$ cat src/rtl/bcd_scan_display_pkg.sv
// Shared constants for the BCD scan display: digit geometry, 7-seg patterns, FSM encoding.
package bcd_scan_display_pkg;

  localparam int unsigned N_DIGITS = 5;
  localparam int unsigned DIGIT_W  = 4;
  localparam int unsigned BCD_W    = N_DIGITS * DIGIT_W;
  localparam int unsigned SEG_W    = 7;
  localparam int unsigned IDX_W    = $clog2(N_DIGITS);

  // Active-high patterns, bit order {g,f,e,d,c,b,a}
  localparam logic [SEG_W-1:0] SEG_0    = 7'h3F;
  localparam logic [SEG_W-1:0] SEG_1    = 7'h06;
  localparam logic [SEG_W-1:0] SEG_2    = 7'h5B;
  localparam logic [SEG_W-1:0] SEG_3    = 7'h4F;
  localparam logic [SEG_W-1:0] SEG_4    = 7'h66;
  localparam logic [SEG_W-1:0] SEG_5    = 7'h6D;
  localparam logic [SEG_W-1:0] SEG_6    = 7'h7D;
  localparam logic [SEG_W-1:0] SEG_7    = 7'h07;
  localparam logic [SEG_W-1:0] SEG_8    = 7'h7F;
  localparam logic [SEG_W-1:0] SEG_9    = 7'h6F;
  localparam logic [SEG_W-1:0] SEG_DASH = 7'h40;
  localparam logic [SEG_W-1:0] SEG_OFF  = 7'h00;

  typedef enum logic {
    IDLE = 1'b0,
    SCAN = 1'b1
  } state_e;

endpackage

$ cat src/rtl/bcd_scan_display_if.sv
// Display bus: load/bcd/blank_lz toward the scanner, an/seg/frame_done back out.
//   master: drives load, bcd, blank_lz; observes an, seg, frame_done
//   slave : the scanner side
interface bcd_scan_display_if;
  import bcd_scan_display_pkg::*;

  logic             load;
  logic [BCD_W-1:0] bcd;
  logic             blank_lz;
  logic [N_DIGITS-1:0] an;
  logic [SEG_W-1:0] seg;
  logic             frame_done;

  modport master (output load, bcd, blank_lz, input an, seg, frame_done);
  modport slave  (input load, bcd, blank_lz, output an, seg, frame_done);
endinterface

$ cat src/rtl/bcd_scan_display_seg7_dec.sv
// BCD nibble to active-high 7-segment pattern; A-F render as a dash.
//   nibble_i : 4-bit digit
//   seg_c_o  : combinational pattern {g,f,e,d,c,b,a}
module seg7_dec
  import bcd_scan_display_pkg::*;
(
  input  logic [DIGIT_W-1:0] nibble_i,
  output logic [SEG_W-1:0]   seg_c_o
);

  always_comb begin
    seg_c_o = SEG_DASH;
    case (nibble_i)
      4'd0: seg_c_o = SEG_0;
      4'd1: seg_c_o = SEG_1;
      4'd2: seg_c_o = SEG_2;
      4'd3: seg_c_o = SEG_3;
      4'd4: seg_c_o = SEG_4;
      4'd5: seg_c_o = SEG_5;
      4'd6: seg_c_o = SEG_6;
      4'd7: seg_c_o = SEG_7;
      4'd8: seg_c_o = SEG_8;
      4'd9: seg_c_o = SEG_9;
      default: seg_c_o = SEG_DASH;
    endcase
  end

endmodule

$ cat src/rtl/bcd_scan_display.sv
// Time-multiplexed 5-digit common-anode 7-seg driver with frame-synchronous
// data swap and optional leading-zero blanking.
//   clk, rst : clock, async active-high reset
//   disp     : slave side of the display bus (load/bcd/blank_lz in,
//              an/seg/frame_done out, all outputs registered)
module bcd_scan_display
  import bcd_scan_display_pkg::*;
#(
  parameter int unsigned CLK_DIV        = 50000,
  parameter bit          AN_ACTIVE_LOW  = 1'b1,
  parameter bit          SEG_ACTIVE_LOW = 1'b1
) (
  input  logic               clk,
  input  logic               rst,
  bcd_scan_display_if.slave  disp
);

  localparam int unsigned DIV_W = $clog2(CLK_DIV);
  localparam logic [N_DIGITS-1:0] AN_IDLE  = AN_ACTIVE_LOW  ? '1 : '0;
  localparam logic [SEG_W-1:0]    SEG_IDLE = SEG_ACTIVE_LOW ? ~SEG_OFF : SEG_OFF;

  state_e              state_q;
  logic [DIV_W-1:0]    div_q, div_d;
  logic [IDX_W-1:0]    idx_q, idx_d;
  logic [BCD_W-1:0]    shadow_q, shadow_d;
  logic [BCD_W-1:0]    frame_q, frame_d;
  logic [N_DIGITS-1:0] an_q;
  logic [SEG_W-1:0]    seg_q;
  logic                frame_done_q;

  logic                tick_c, wrap_c;
  logic [DIGIT_W-1:0]  nibble_c;
  logic [SEG_W-1:0]    pat_c;
  logic [N_DIGITS-1:0] zero_above_c;   // digit i and everything above it are zero
  logic                blank_c;
  logic [N_DIGITS-1:0] an_hi_c;

  assign tick_c = (div_q == DIV_W'(CLK_DIV - 1));
  assign wrap_c = tick_c && (idx_q == IDX_W'(N_DIGITS - 1));

  // Divider, index, shadow and frame next-state
  always_comb begin
    div_d    = tick_c ? '0 : div_q + DIV_W'(1);
    idx_d    = idx_q;
    if (tick_c) idx_d = wrap_c ? '0 : idx_q + IDX_W'(1);
    shadow_d = disp.load ? disp.bcd : shadow_q;
    frame_d  = frame_q;
    // A load on the wrap bypasses the shadow so it lands in the starting frame
    if (wrap_c)                          frame_d = disp.load ? disp.bcd : shadow_q;
    else if (state_q == IDLE && disp.load) frame_d = disp.bcd;
  end

  // Select the digit about to be shown; frame_d so the wrap slot sees the new frame
  always_comb begin
    nibble_c = '0;
    zero_above_c = '0;
    blank_c = 1'b0;
    for (int i = N_DIGITS - 1; i >= 0; i--) begin
      zero_above_c[i] = (frame_d[DIGIT_W*i +: DIGIT_W] == '0) &&
                        ((i == N_DIGITS - 1) ? 1'b1 : zero_above_c[(i == N_DIGITS - 1) ? i : i + 1]);
    end
    for (int i = 0; i < N_DIGITS; i++) begin
      if (idx_d == IDX_W'(i)) begin
        nibble_c = frame_d[DIGIT_W*i +: DIGIT_W];
        blank_c  = (i != 0) && disp.blank_lz && zero_above_c[i];
      end
    end
    an_hi_c = blank_c ? '0 : (N_DIGITS'(1) << idx_d);
  end

  seg7_dec u_dec (
    .nibble_i (nibble_c),
    .seg_c_o  (pat_c)
  );

  always_ff @(posedge clk or posedge rst) begin
    if (rst) begin
      state_q      <= IDLE;
      div_q        <= '0;
      idx_q        <= '0;
      shadow_q     <= '0;
      frame_q      <= '0;
      an_q         <= AN_IDLE;
      seg_q        <= SEG_IDLE;
      frame_done_q <= 1'b0;
    end else begin
      div_q    <= div_d;
      idx_q    <= idx_d;
      shadow_q <= shadow_d;
      frame_q  <= frame_d;
      frame_done_q <= (state_q == SCAN) && wrap_c;
      case (state_q)
        IDLE: if (disp.load) state_q <= SCAN;
        SCAN: begin
          if (tick_c) begin
            an_q  <= AN_ACTIVE_LOW  ? ~an_hi_c : an_hi_c;
            seg_q <= SEG_ACTIVE_LOW ? ~(blank_c ? SEG_OFF : pat_c)
                                    :  (blank_c ? SEG_OFF : pat_c);
          end
        end
        default: state_q <= IDLE;
      endcase
    end
  end

  assign disp.an         = an_q;
  assign disp.seg        = seg_q;
  assign disp.frame_done = frame_done_q;

endmodule

$ cat src/flat_wrapper.sv
// flat-port wrapper written by rule: the top's interface ports become plain ports
module bcd_scan_display_flat import bcd_scan_display_pkg::*;
#(
  parameter int unsigned CLK_DIV        = 50000,
  parameter bit          AN_ACTIVE_LOW  = 1'b1,
  parameter bit          SEG_ACTIVE_LOW = 1'b1
)
  (clk, rst, disp_load, disp_bcd, disp_blank_lz, disp_an, disp_seg, disp_frame_done);
  bcd_scan_display_if disp_i ();
  input  logic clk;
  input  logic rst;
  input wire logic [$bits(disp_i.load)-1:0] disp_load;
  input wire logic [$bits(disp_i.bcd)-1:0] disp_bcd;
  input wire logic [$bits(disp_i.blank_lz)-1:0] disp_blank_lz;
  output wire logic [$bits(disp_i.an)-1:0] disp_an;
  output wire logic [$bits(disp_i.seg)-1:0] disp_seg;
  output wire logic [$bits(disp_i.frame_done)-1:0] disp_frame_done;
  assign disp_i.load = disp_load;
  assign disp_i.bcd = disp_bcd;
  assign disp_i.blank_lz = disp_blank_lz;
  assign disp_an = disp_i.an;
  assign disp_seg = disp_i.seg;
  assign disp_frame_done = disp_i.frame_done;
  bcd_scan_display #(.CLK_DIV(CLK_DIV), .AN_ACTIVE_LOW(AN_ACTIVE_LOW), .SEG_ACTIVE_LOW(SEG_ACTIVE_LOW)) u_core (.clk(clk), .rst(rst), .disp(disp_i));
endmodule
$ cat config.mk
export PLATFORM = sky130hd
export DESIGN_NAME = bcd_scan_display_flat
export DESIGN_NICKNAME = d
export VERILOG_FILES = /design/src/rtl/bcd_scan_display_pkg.sv /design/src/rtl/bcd_scan_display_if.sv /design/src/rtl/bcd_scan_display_seg7_dec.sv /design/src/rtl/bcd_scan_display.sv /design/src/flat_wrapper.sv
export SDC_FILE = /design/constraint.sdc
export NUM_CORES = 1
export LEC_CHECK = 0
export CORE_ASPECT_RATIO = 0.7
export CORE_UTILIZATION = 30
export CTS_BUF_LIST = sky130_fd_sc_hd__clkbuf_4
export CTS_CLUSTER_SIZE = 20
export DETAILED_ROUTE_END_ITERATION = 12
export HOLD_SLACK_MARGIN = 0.05
export PLACE_DENSITY = 0.56
export REMOVE_ABC_BUFFERS = 1
export SLEW_MARGIN = 20
export SYNTH_ARGS = -nofsm -noshare
export SYNTH_HDL_FRONTEND = slang
export SYNTH_SLANG_ARGS = --single-unit
$ cat constraint.sdc
create_clock -name clk -period 4.5 [get_ports clk]
set_clock_uncertainty 0.2 [all_clocks]
set_input_delay 0.9 -clock clk [delete_from_list [all_inputs] [get_ports clk]]
set_output_delay 0.9 -clock clk [all_outputs]
set_load 0.01 [all_outputs]
==> results of run 1 <==
[cell usage in the layout, fill, tap and decap left out, types with 3 or more instances in the layout]
cell type                         count
sky130_fd_sc_hd__buf_4               13
sky130_fd_sc_hd__a21oi_1             31
sky130_fd_sc_hd__dfrtp_1             61
sky130_fd_sc_hd__o22a_1               6
sky130_fd_sc_hd__a31oi_1              4
sky130_fd_sc_hd__nor2_1              43
sky130_fd_sc_hd__xor2_1               7
sky130_fd_sc_hd__or4_1                3
sky130_fd_sc_hd__and2_1               5
sky130_fd_sc_hd__and3_1               3
sky130_fd_sc_hd__nand3_1             13
sky130_fd_sc_hd__clkbuf_4             9
sky130_fd_sc_hd__ha_1                 8
sky130_fd_sc_hd__inv_1               19
sky130_fd_sc_hd__nand2_1             14
sky130_fd_sc_hd__mux2i_1             32
sky130_fd_sc_hd__nor4_1               8
sky130_fd_sc_hd__nand4_1              5
sky130_fd_sc_hd__mux2_2              13
sky130_fd_sc_hd__o21ai_0             10
sky130_fd_sc_hd__clkdlybuf4s50_1     36
sky130_fd_sc_hd__nor3_1              14
sky130_fd_sc_hd__nand2b_1             4
sky130_fd_sc_hd__xnor2_1              8
sky130_fd_sc_hd__dfstp_2             12
[logic make-up after synthesis]
family / Yosys count / share of synthesized area [%]
and+or+nand+nor: 124 / 16.24
DFF: 73 / 47.26
AOI/OAI and AO/OA: 71 / 12.55
muxes: 49 / 13.52
buffers and inverters: 41 / 4.494
xor gates and xnor gates: 15 / 3.371
adders and majority gates: 8 / 2.568
[power by group through the flow]
| stage | Combinational (W) | Clock, W | Sequential, W |
|---|---|---|---|
| after global routing | 0.000215 | 0.000494 | 0.000716 |
| after detailed placement | 0.000194 | 0 | 0.000724 |
| final | 0.000194 | 0.000456 | 0.000711 |
| after floorplan | 0.000117 | 0 | 0.000722 |
| after global placement | 0.000189 | 0 | 0.000723 |
| after CTS | 0.000195 | 0.000470 | 0.000712 |
[how the worst min path moves through the flow]
stage | startpoint | endpoint | slack [ns] | cells after the start
finish | u_core.div_q[0]$_DFF_PP0_ | u_core.div_q[0]$_DFF_PP0_ | 0.26 | 1
global route | u_core.div_q[0]$_DFF_PP0_ | u_core.div_q[0]$_DFF_PP0_ | 0.29 | 1
CTS | u_core.div_q[0]$_DFF_PP0_ | u_core.div_q[0]$_DFF_PP0_ | 0.27 | 1
detailed placement | u_core.div_q[0]$_DFF_PP0_ | u_core.div_q[0]$_DFF_PP0_ | 0.25 | 1
global placement | u_core.div_q[0]$_DFF_PP0_ | u_core.div_q[0]$_DFF_PP0_ | 0.24 | 1
floorplan | u_core.div_q[0]$_DFF_PP0_ | u_core.div_q[0]$_DFF_PP0_ | 0.23 | 1
[state kept, by name (all words and copies together), names as in the netlist]
name                    count
u_core.disp.an              5
u_core.state_q              1
u_core.div_q               16
u_core.frame_q             20
u_core.disp.seg             7
u_core.idx_q                3
u_core.disp.frame_done      1
u_core.shadow_q            20
[stage by stage]
step / TNS [ns] / utilization (%) / instance area, um^2
finish: 0 / 36.81 / 4619
CTS: 0 / 36.81 / 4619
detailed placement: 0 / 35.60 / 4468
global route: 0 / 36.81 / 4619
global placement: 0 / 35.60 / 4468
floorplan: -5.854 / - / 3801
[metal layers]
layer  GRT usage, %  vias up  wire [um]
li1               -     1433          -
met1          22.44     1458       5022
met2          21.27       56       4030
met3          4.288        5        466
met4          3.717        0         57
met5              0        -          0
[worst reg2reg max path: stages (launching register included)]
cell	delay [ns]
sky130_fd_sc_hd__dfrtp_1	0.46
sky130_fd_sc_hd__or4b_4	0.58
sky130_fd_sc_hd__or4_1	0.56
sky130_fd_sc_hd__buf_4	0.29
sky130_fd_sc_hd__mux2_4	0.36
sky130_fd_sc_hd__nand2_1	0.10
sky130_fd_sc_hd__a211oi_1	0.06
sky130_fd_sc_hd__o41ai_2	0.63
sky130_fd_sc_hd__inv_1	0.16
sky130_fd_sc_hd__ha_1	0.23
sky130_fd_sc_hd__and2_1	0.14
sky130_fd_sc_hd__nor4_1	0.23
sky130_fd_sc_hd__nor3_1	0.07
[layout make-up]
cell class,instances,area (um^2)
Multi-Input combinational cell,267,1887
Fill cell,1247,7930
Timing Repair Buffer,49,457.9
Clock inverter,6,83.83
Clock buffer,9,67.56
Inverter,21,78.83
Sequential cell,73,1842
Tap cell,162,202.7
==> impl.org, run 1 <==
** Status
- The flow ran to the end, but the final reports show violations.
- Failing checks :: DRC

** Power and ir drop
- For this design the ratio of total power to cell area is 294.5 mW/mm^2.
- Worst voltage drop across the vdd grid :: 0.1131 mV
- For this design the static power due to leakage is 2.087 nW.
- Combinational share of power :: 14.2%
- After layout, the design draws a total of 0.001360 W.
- Power dissipated by switching net loads :: 0.0003553 W
- In this run, the clock network consumes 33.5% of the power.
- Switching portion of total power :: 26.12%
- Internal power summed over all cells :: 0.001005 W
- Sequential Power Share :: 52.3%

** Floorplanning
- Rows :: 34
- For this configuration, the core starts out at a cell density of 31.06%.
- Y dimension of the die :: 97.37 um
- For this design the top-level I/O count stands at 37.
- Die boundary width :: 138.2 um
- Area of the die :: 0.01346 mm^2
- The total area inside the core boundary comes to 0.01255 mm^2.

** Critical path
- Critical R2R Capture :: u_core.disp.seg[3]$_DFFE_PP1P_
- For the worst flop-to-flop path, the logic depth is 12.
- Worst path slowest cell :: sky130_fd_sc_hd__o41ai_2
- For the worst setup path, the data required time is 4.66 ns.
- The largest single stage delay on the critical path is 0.63 ns.
- Termination of the worst setup path :: u_core.disp.seg[3]$_DFFE_PP1P_
- The setup path with the least slack is of type reg2reg.
- Count of cell instances traversed by the critical path :: 12
- The setup check on the worst reg-to-reg path leaves a slack of 0.35 ns.
- Startpoint of the worst-slack reg-to-reg timing path :: u_core.div_q[11]$_DFF_PP0_
- Count of buffer and inverter cells on the critical path :: 2
- CP Data Arrival Time :: 4.31 ns
- Worst setup path startpoint :: u_core.div_q[11]$_DFF_PP0_
- The worst setup path is captured at a flip-flop.
- Along the worst path, the maximum fanout reaches 21.
- The worst setup path is launched from a flip-flop.
- The critical path goes through or4b_4, or4_1, buf_4, mux2_4, nand2_1, a211oi_1, o41ai_2, inv_1, ha_1, and2_1, nor4_1, nor3_1.
- On the critical path the largest part of the delay comes from simple AND/OR/NAND/NOR gates.

** Global route
- Largest net degree at the start of global routing :: 38
- Overflow left after global routing :: 0
- The first global-routing pass estimated 15810 um of wire.
- Global-route usage over all layers :: 15.11%
- Via count of the first global-routing pass :: 2998
- The initial antenna violation count came to 0.

** Clocking
- Gates resized during post-CTS repair numbered 0.
- TritonCTS created 9 clock buffers.
- Clock insertion delay at the later pin of the skew report :: 0.44 ns
- Clock-pin slew on the worst setup and hold paths :: 0.12 ns
- The H-tree generated during clock tree synthesis spans 3 levels.
- After clock tree synthesis, the setup repair step added 0 buffers.
- Hold bufs inserted after CTS :: 0
- TritonCTS Sinks :: 73
- Counting along the longest clock path gives a buffer depth of 2.
- CTS tree :: built
- The cell sitting at the root of the clock tree is a sky130_fd_sc_hd__clkbuf_4.

** Detailed routing
- Final WL :: 9576 um
- Detailed Routing Iterations Pass 1 :: 8
- Mean routed wirelength per cell :: 16.31 um
- After detailed routing, the number of vias per cell comes to 5.029.
- The final route contains 2952 vias.
- The detail route stage leaves a number of antenna-violating nets equal to 0.
- In the routed design, unresolved DRC markers number 5.
- The first routing iteration left 200 violations.

** STA
- Based on the critical path, the design can be clocked at up to 241.2 MHz.
- Once routing completed, OpenROAD measured the worst setup slack at 0.3532 ns.
- Counting I/O delays and the setup requirement, the final critical path takes 4.147 ns.
- Dividing the final minimum period by the clock period gives 92.15%.
- Fin Hold WS :: 0.2628 ns
- The hold violation count in the final report was 0.
- In this run the tightest slew margin relative to its limit is 48.34%.
- Final setup violation count :: 0
- Pin slew with the least headroom to its limit :: 0.7738 ns
- Count of final max-slew check failures :: 0
- Setup repair after global routing left no endpoint under its margin.

** Placement
- DP Worst Slack :: 0.2183 ns
- Once detailed placement completed, the half-perimeter wirelength came to 6889 um.
- Routability cong. :: 0.7877
- Once placement completed, the tool counted placed cells totaling 572.
- During placement, the flow inserted port buffers numbering 36.

** Cells and area
- Relative to the synthesized area, the layout overhead comes to 18.52%.
- Excluding fillers, the count of instances in the completed layout stands at 587.
- The number of antenna diodes in the final layout is 0.
- For this run, the post-layout net count is 453.
- Fraction of final layout cells sized beyond drive strength 1 :: 16.00%

** Synthesis
- The number of different library cells used by synthesis comes to 56.
- The most common cell in the synthesized netlist is sky130_fd_sc_hd__dfrtp_1.
- In the synthesized netlist the dominant register cell turns out to be sky130_fd_sc_hd__dfrtp_1.
- Dividing the synthesized area by the synthesized cell count gives 10.23 um^2.
- Leading cell types by count after synthesis :: sky130_fd_sc_hd__dfrtp_1 (61), sky130_fd_sc_hd__nor2_1 (43), sky130_fd_sc_hd__mux2i_1 (32)
- Fraction of the yosys area taken by sequential cells :: 47.26%
- Combined area of all synthesized cells :: 0.003897 mm^2
- YS warnings :: 0
- Synthesis inferred 73 register bits.
- Cell type with the largest total area after synthesis :: sky130_fd_sc_hd__dfrtp_1
- The synthesized design contains 0 enable-type register cells.
- Synthesis produced 381 cells.
- Share of Yosys cell area claimed by the top area cell type :: 39.17%
- Proportion of synthesized flip-flops having asynchronous set or reset :: 100.0%
- Yosys attributes the largest share of cell area to sky130_fd_sc_hd__dfrtp_1 (39%), sky130_fd_sc_hd__mux2i_1 (8.2%), sky130_fd_sc_hd__dfstp_2 (8.1%).

** Flow run
- Max-cap violations in this run came to 0.

** Worst hold path
- The tightest min-delay check is of the reg2reg type.
No activity file was read; power rests on OpenSTA's default activity.
==> inputs of run 2 (changes only) <==
- clock period: 4.5 -> 4.7 ns (I/O delays scaled with it)
==> run 2 against run 1 <==
Net effect:
- the run still ends with DRC left
- via count shrank 0.44%
- utilization fell by 0.15 points
- first-iteration DRC count is 4.5% lower
- sequential share of layout area is 0.16 points higher
- register-to-register slack improved by 0.22 ns
- critical path depth is the same
- routed wire length decreased by 1.4%
- critical endpoint unchanged
- largest cell class unchanged
==> impl.org, run 2 (same netlist as run 1, synthesis figures left out) <==
** Clocking
- CTS placed an instance of sky130_fd_sc_hd__clkbuf_4 at the clock tree root.
- TritonCTS created 9 clock buffers.
- Maximum count of clock buffers along a single path :: 2
- Hold bufs inserted after CTS :: 0
- For this design, the sink count on the clock tree is 73.
- After clock tree synthesis, the setup repair step added 0 buffers.
- Clock-pin slew was measured on the worst setup and hold paths at 0.14 ns.
- The H-tree was split into 3 levels.
- Gates resized during post-CTS repair numbered 0.
- Clock insertion delay at the later pin of the skew report :: 0.45 ns
- CTS tree :: built

** Power and ir drop
- Across the VDD grid, the largest voltage drop is 0.1066 mV.
- Static leakage :: 2.072 nW
- Power dissipated by switching net loads :: 0.0003538 W
- Power per unit of standard cell area :: 275.2 mW/mm^2
- Sequential Power Share :: 53.8%
- Internal power summed over all cells :: 0.0009123 W
- Switching portion of total power :: 27.95%
- Clock power share :: 31.7%
- Combinational cells account for 14.5% of the total power.

** Detailed routing
- The routed design has 9444 um of wire.
- Dividing the detail-routed via count by the number of cells gives 5.007.
- The final route contains 2939 vias.
- Antenna Nets Post-Route :: 0
- Detailed Routing Iterations Pass 1 :: 10
- In this run, the number of DRC markers left after iteration 0 of detailed routing was 191.
- Dividing the detail-routed wire length by the instance count gives 16.09 um.
- DRC violation count after routing :: 6

** Cells and area
- Leaving out fill and tap cells, the most frequent cell in the layout is sky130_fd_sc_hd__dfrtp_1.
- Count of non-filler cells in the finished layout :: 587
- Leading registers by flop count :: u_core.frame_q: 20 flops, u_core.shadow_q: 20 flops, u_core.div_q: 16 flops
- Of the cells placed in the final design, the portion with a size suffix greater than 1 is 16.47%.
- For this run, the post-layout net count is 452.
- The library cells used most frequently in the layout, excluding fill and tap cells, are sky130_fd_sc_hd__dfrtp_1 (61), sky130_fd_sc_hd__nor2_1 (43), sky130_fd_sc_hd__clkdlybuf4s50_1 (36).
- Layout overhead on the synthesized area :: 18.04%
- The number of antenna diodes in the final layout is 0.

** Placement
- Half-perimeter wire length after detailed placement :: 6686 um
- Quantity of I/O buffers inserted on ports :: 36
- Routability-driven placement finished with a final weighted congestion of 0.7815.
- The number of placed instances, taps included, is 571.

** Critical path
- Of all nets on the critical path, the largest fanout is 21.
- Traced cell by cell, the critical path runs through or4b_4, or4_1, buf_4, mux2_4, nand2_1, a211oi_1, o41ai_2, inv_1, ha_1, and2_1, nor4_1, nor3_1.
- Worst path slowest cell :: sky130_fd_sc_hd__o41ai_2
- For the worst setup path, the data required time is 4.87 ns.
- The worst setup path is of the reg2reg kind.
- At the worst endpoint, the arrival time is 4.30 ns.
- The worst setup path is captured at a flip-flop.
- STA classifies the critical path startpoint as a flip-flop.
- Count of buffer and inverter cells on the critical path :: 2
- On the critical path the largest part of the delay comes from simple AND/OR/NAND/NOR gates.
- On the worst path, the slowest cell contributes a delay of 0.61 ns.

** STA
- Final min period :: 4.126 ns
- Setup repair after global routing left no endpoint under its margin.
- Count of final hold-check violations :: 0
- Setup violations remaining at the end of the flow were counted as 0.
- The tightest hold path in the finished design has a slack of 0.2731 ns.
- The final-report max-slew violation count was 0.
- For the pin with the worst max-slew slack, the measured transition is 0.8606 ns.
- Final period utilization :: 87.79%
- Headroom to the max-slew limit came out at 42.63%.
- FMAX :: 242.4 MHz

** Floorplanning
- Row generation in the floorplan step produced 34 rows.
- Number of top-level pins :: 37
- The die is 97.37 um tall.
- Die boundary width :: 138.2 um
- Starting density of the core :: 31.06%
- The die covers 0.01346 mm^2.
- Area of the placeable core :: 0.01255 mm^2

** Global route
- For met1 alone, demand over resource in global routing was 22.80%.
- Global-route usage over all layers :: 14.86%
- For this run, global-route usage on met2 was measured as 19.66%.
- In the global route stage, met3 resource usage came out at 4.584%.
- Initial antenna violation count :: 0
- Overflow left after global routing :: 0
- The number of global-route vias before repair came to 2922.
- The first global-routing pass estimated 15740 um of wire.
- Largest net degree at the start of global routing :: 49
- Most used routing layer :: met1

** Status
- Failing checks :: DRC
- The flow ran to the end, but the final reports show violations.

** Flow run
- Number of violations of the max-capacitance limit :: 0

** Worst hold path
- Class of the tightest hold or removal check :: reg2reg
run 2: changes by cell type in the layout (fill, tap and decap cells not counted), sizes merged:
cell / change
clkinvlp: +2
buf: -1
bufinv: -1
inv: -1
clkinv: +1
run 2: metrics by stage:
step	cell area [um^2]	total power, W	TNS, ns	worst slack, ns	utilization, %
2_1_floorplan	3801	0.0008028	-4.241	-0.6665	-
3_3_place_gp	4461	0.0008713	0	0.5237	35.54
3_5_place_dp	4461	0.0008759	0	0.3911	35.54
4_1_cts	4599	0.001282	0	0.5718	36.65
5_1_grt	4601	0.001332	0	0.3254	36.66
6_report	4601	0.001266	0	0.5739	36.66
run 2: worst reg2reg max path, stage by stage (launching register included):
cell	delay, ns
sky130_fd_sc_hd__dfrtp_1	0.46
sky130_fd_sc_hd__or4b_4	0.58
sky130_fd_sc_hd__or4_1	0.56
sky130_fd_sc_hd__buf_4	0.28
sky130_fd_sc_hd__mux2_4	0.36
sky130_fd_sc_hd__nand2_1	0.11
sky130_fd_sc_hd__a211oi_1	0.06
sky130_fd_sc_hd__o41ai_2	0.61
sky130_fd_sc_hd__inv_1	0.15
sky130_fd_sc_hd__ha_1	0.22
sky130_fd_sc_hd__and2_1	0.14
sky130_fd_sc_hd__nor4_1	0.24
sky130_fd_sc_hd__nor3_1	0.09
run 2: area by class of cell:
type	instances	area, um^2
fill	1275	7949
sequential	73	1842
inverter	21	80.08
clock buffer	9	67.56
tap	162	202.7
clock inverter	7	71.32
timing repair buffer	48	450.4
multi-input combinational	267	1887
run 2: per-layer routing:
layer  vias up  wire length, um
li1       1430                -
met1      1426             4959
met3         4              582
met5         -                0
met4         0               44
met2        79             3857
run 2: final timing paths:
check	startpoint	end	slack (ns)	cells after the start
worst max-delay path	u_core.div_q[11]$_DFF_PP0_	u_core.disp.seg[3]$_DFFE_PP1P_	0.57	12
worst min-delay path	u_core.div_q[0]$_DFF_PP0_	u_core.div_q[0]$_DFF_PP0_	0.27	1
worst max register to register	u_core.div_q[11]$_DFF_PP0_	u_core.disp.seg[3]$_DFFE_PP1P_	0.57	12
worst min register to register	u_core.div_q[0]$_DFF_PP0_	u_core.div_q[0]$_DFF_PP0_	0.27	1
max in group asynchronous	rst	u_core.disp.an[3]$_DFFE_PP1P_	2.65	3
min in group asynchronous	rst	u_core.shadow_q[16]$_DFF_PP0_	0.74	2
run 2: power groups by stage:
stage          registers [W]  clock network (W)  logic [W]
2_1_floorplan       0.000691                  0   0.000112
3_3_place_gp        0.000692                  0   0.000180
3_5_place_dp        0.000693                  0   0.000183
4_1_cts             0.000681           0.000417   0.000184
5_1_grt             0.000686           0.000442   0.000204
6_report            0.000681           0.000402   0.000183
==> patch 1: new RTL, settings of run 1 <==
`AN_ACTIVE_LOW` is set to 1'b1 in 2 places; all go to 1'b0.
--- a/src/rtl/bcd_scan_display.sv
+++ b/src/rtl/bcd_scan_display.sv
@@ -9,3 +9,3 @@
   parameter int unsigned CLK_DIV        = 50000,
-  parameter bit          AN_ACTIVE_LOW  = 1'b1,
+  parameter bit          AN_ACTIVE_LOW  = 1'b0,
   parameter bit          SEG_ACTIVE_LOW = 1'b1
--- a/src/flat_wrapper.sv
+++ b/src/flat_wrapper.sv
@@ -4,3 +4,3 @@
   parameter int unsigned CLK_DIV        = 50000,
-  parameter bit          AN_ACTIVE_LOW  = 1'b1,
+  parameter bit          AN_ACTIVE_LOW  = 1'b0,
   parameter bit          SEG_ACTIVE_LOW = 1'b1
Check against the original RTL: not equivalent (a bounded check fails within 4 cycles, from zero or initial values and one cycle with rst high).
==> patch 1 against run 1 <==
Worst setup slack gained 0.25 ns; total power grew 5.8%; area after synthesis grew 1.5%; synthesized cell count grew 0.52%; sequential power is essentially flat; sequential share of layout area shrank 0.80 points; critical endpoint is now u_core.disp.seg[4]$_DFFE_PP1P_; utilization grew 0.38 points; combinational power grew 4%; count of clock-buffer cells in the layout grew 2; sequential cell count is the same; die area grew 1.5%; cell area grew 1.7%; routed wire length grew 2.9%; highest routed layer unchanged; largest cell class unchanged.
==> patch 1: results <==
group,metric,value,unit
status,outcome,"finished clean",
synthesis,netlist_instances,383,
clock_network,root_buffer,"clkbuf_4",
global_route,grt_pass1_wl,16.6,mm
routing,vias,3016,
worst_setup_path,r2r_end,"u_core.disp.seg[4]$_DFFE_PP1P_",
pwr,pwr-share-seq,49.5,%
global_route,first_global_vias,3113,
synthesis,synth_seq_area_share,46.4,%
synthesis,synth_top_flop_cell,"dfrtp_1",
clock_network,postCtsSetupBuffers,0,
synthesis,synthTopCellsByCount,"dfrtp_1, nor2_1, a21oi_1",
clock_network,clkLatencyLatePin,0.43,ns
synthesis,synth_area_leaders,"dfrtp_1, mux2i_1, mux2_2",
synthesis,synth_mux_area_share,13.1,%
timing,slew_headroom,37.4,%
routing,post_drt_via_cell_ratio,5.12,
synthesis,synth_fa_ha_area_share,2.53,%
flow_run,drv_cap,0,
worst_setup_path,cpMaxStageDelayCell,"dfrtp_1",
synthesis,synth-xor-area-share,3.32,%
routing,routedWlPerCell,16.7,um
clock_network,cts_buffers,9,
worst_setup_path,crit_family,"compound AO/OA/AOI/OAI gates",
worst_setup_path,endpoint,"u_core.disp.seg[4]$_DFFE_PP1P_",
worst_setup_path,setup.worst_path.start_class,"register",
hold_path,holdCritPathClass,"register to register",
routing,firstDrtPassIters,4,
pwr,p_int,1.08,mW
synthesis,synth-compound-area-share,13.4,%
timing,fmax,0.256,GHz
synthesis,yosys_warnings,0,
worst_setup_path,path_max_fanout,11,
global_route,grt_use_total,15.7,%
layout,diodes,0,
placed_design,hpwlAfterDp,7.27,mm
layout,nFillCells,1255,
pwr,leakage,2.16,nW
pwr,ir_drop,111,uV
worst_setup_path,reg2reg_from,"u_core.idx_q[0]$_DFF_PP0_",
placed_design,dp_slack,0.325,ns
pwr,comb_power,201,uW
worst_setup_path,reg2regPathDepth,13,
layout,layout.nets,454,
layout,drive_gt1_share,15.9,%
clock_network,htreeDepth,3,
clock_network,clk_pin_slew,0.12,ns
worst_setup_path,rrSetupSlack,0.60,ns
hold_path,min_path_cells,1,
worst_setup_path,cp.arrival,4.07,ns
placed_design,placed_area,4510,um^2
routing,dr.first_iter.drc_count,207,
placed_design,dp.cells,573,
synthesis,synth_cell_types,58,
global_route,grt_max_degree,74,
placed_design,finalWeightedCongestion,0.891,
placed_design,portBuffers,36,
worst_setup_path,crit_path_max_incr_delay,0.64,ns
layout,top_regs,"u_core.frame_q x20, u_core.shadow_q x20, u_core.div_q x16",
## patch 1: final cells by class
type / instances / area, um^2 / share of cell area, %
clock buffers: 11 / 82.6 / 1.76
repair buffers: 48 / 463 / 9.85
well taps: 162 / 203 / 4.31
multi-input cells: 269 / 1930 / 41.1
flip-flops and latches: 73 / 1840 / 39.1
clock inverters: 5 / 104 / 2.21
inverters: 21 / 78.8 / 1.68
## patch 1: per-stage QoR
step | power, mW | hold WS, ns
after global routing | 1.51 | 0.323
after detailed placement | 0.926 | 0.253
after global placement | 0.919 | 0.248
final | 1.44 | 0.264
after CTS | 1.46 | 0.270
after floorplan | 0.842 | 0.225
## patch 1: layer usage
| metal | up-vias | global-route usage [%] | wire, um |
|---|---|---|---|
| li1 | 1440 | - | - |
| met1 | 1492 | 23.1 | 5260 |
| met2 | 74 | 22.3 | 4000 |
| met3 | 10 | 4.12 | 484 |
| met4 | 0 | 4.36 | 110 |
| met5 | - | 0 | 0 |
==> patch 2: new RTL, flow settings as in run 1 <==
Without the edit above. Make the reset (`rst`) synchronous in one clocked block. Comments in the files are not updated.
--- a/src/rtl/bcd_scan_display.sv
+++ b/src/rtl/bcd_scan_display.sv
@@ -75,3 +75,3 @@
 
-  always_ff @(posedge clk or posedge rst) begin
+  always_ff @(posedge clk) begin
     if (rst) begin
Function: no difference found for any inputs over 10 cycles, from zero or initial values and one cycle with rst high; that may be too few to reach the edited logic, so the function may still have changed.
==> patch 2 against run 1 <==
Non-clock buffer count down 4; total power down 11%; routed wire length up 0.46%; sequential power down 3.0%; worst setup slack better by 0.037 ns; via count up 11%; fmax up 0.91%; combinational power down 4%; die area down 3.8%; cell area down 6.5%; area after synthesis down 3.8%; sequential cell count unchanged; synthesized cell count up 17%.
==> patch 2: results <==
group,metric,value,unit
clock_network,cts_repair_resize_count,0,
global_route,first_global_vias,3017,
synthesis,synth_enable_flop_cells,0,
placed_design,dp_slack,0.489,ns
synthesis,yosys.area.top_type_share,39.0,%
synthesis,postSynthAreaPerCell,8.40,um^2
worst_setup_path,cp.arrival,4.23,ns
placed_design,hpwlAfterDp,6.82,mm
clock_network,cts_buffers,9,
synthesis,synth_seq_area_share,39.0,%
routing,post_drt_via_cell_ratio,5.17,
synthesis,synthTopCellsByCount,"dfxtp_1, nor2_1, nand2_1",
layout,nFillCells,1208,
pwr,leakage,1.62,nW
worst_setup_path,crit_family,"compound AO/OA/AOI/OAI gates",
routing,routed_wl,9.62,mm
routing,firstDrtPassIters,5,
worst_setup_path,path_max_fanout,9,
worst_setup_path,crit_path_max_incr_delay,0.51,ns
placed_design,finalWeightedCongestion,0.830,
placed_design,dp.cells,621,
layout,drive_gt1_share,9.41,%
clock_network,htreeDepth,3,
synthesis,ys_async_sr_fraction,0,%
timing,slew_headroom,47.1,%
worst_setup_path,cpMaxStageDelayCell,"dfxtp_1",
clock_network,postCtsSetupBuffers,0,
synthesis,synth_area_leaders,"dfxtp_1, nor2_1, mux2i_1",
routing,vias,3286,
clock_network,clk_pin_slew,0.12,ns
pwr,swShare,27.7,%
synthesis,synth_cell_types,60,
global_route,grt_pass1_wl,15.8,mm
clock_network,clkLatencyLatePin,0.43,ns
routing,dr.first_iter.drc_count,245,
layout,top_regs,"u_core.frame_q x20, u_core.shadow_q x20, u_core.div_q x16",
clock_network,clk_path_buf_depth,2,
placed_design,portBuffers,36,
global_route,grt_use_total,15.9,%
global_route,grt_max_degree,38,
placed_design,placed_area,4220,um^2
global_route,antenna_found_initial,0,
layout,utilization,36.2,%
layout,layout.nets,507,
synthesis,yosys_warnings,0,
hold_path,holdCritPathClass,"register to register",
status,outcome,"finished clean",
pwr,ir_drop,151,uV
layout,diodes,0,
clock_network,root_buffer,"clkbuf_4",
patch 2: kinds of logic (layout without fill, tap and decap cells):
kind of cell	after synthesis	after routing	share of synthesized area [%]
AO/OA/AOI/OAI	102	102	18.4
XOR/XNOR	13	13	3.04
adder cells (fa/ha/maj)	8	8	2.67
buffers and inverters	36	68	4.67
flip-flops	73	73	39.0
multiplexers	26	26	7.01
AND/OR/NAND/NOR	188	188	25.2
patch 2: power groups by stage:
stage	clock, mW	combinational (mW)	sequential, mW
floorplan	0	0.108	0.700
global placement	0	0.180	0.704
detailed placement	0	0.183	0.705
CTS	0.356	0.184	0.690
global route	0.388	0.205	0.694
finish	0.339	0.186	0.690
patch 2: final cells by class:
class                           instances  share of cell area (%)
Clock buffer                           12                    2.09
Clock inverter                          2                   0.174
Inverter                                9                   0.782
Multi-Input combinational cell        337                    48.9
Sequential cell                        73                    33.8
Tap cell                              157                    4.55
Timing Repair Buffer                   45                    9.68
patch 2: path summary, 6_finish.rpt:
check,to,cells after the start,slack (ns),start
worst min register to register,u_core.div_q[0]$_SDFF_PP0_,1,0.25,u_core.div_q[0]$_SDFF_PP0_
worst max-delay path,u_core.disp.seg[0]$_SDFFE_PP1P_,12,0.39,u_core.idx_q[0]$_SDFF_PP0_
worst min-delay path,u_core.div_q[0]$_SDFF_PP0_,1,0.25,u_core.div_q[0]$_SDFF_PP0_
worst max register to register,u_core.disp.seg[0]$_SDFFE_PP1P_,12,0.39,u_core.idx_q[0]$_SDFF_PP0_
patch 2: routing by layer:
metal	GRT usage, %	vias to the layer above	part of all wire [%]
li1	-	1651	-
met1	23.0	1522	52
met2	23.0	106	41
met3	3.88	7	6.2
met4	4.49	0	0.96
met5	0	-	0
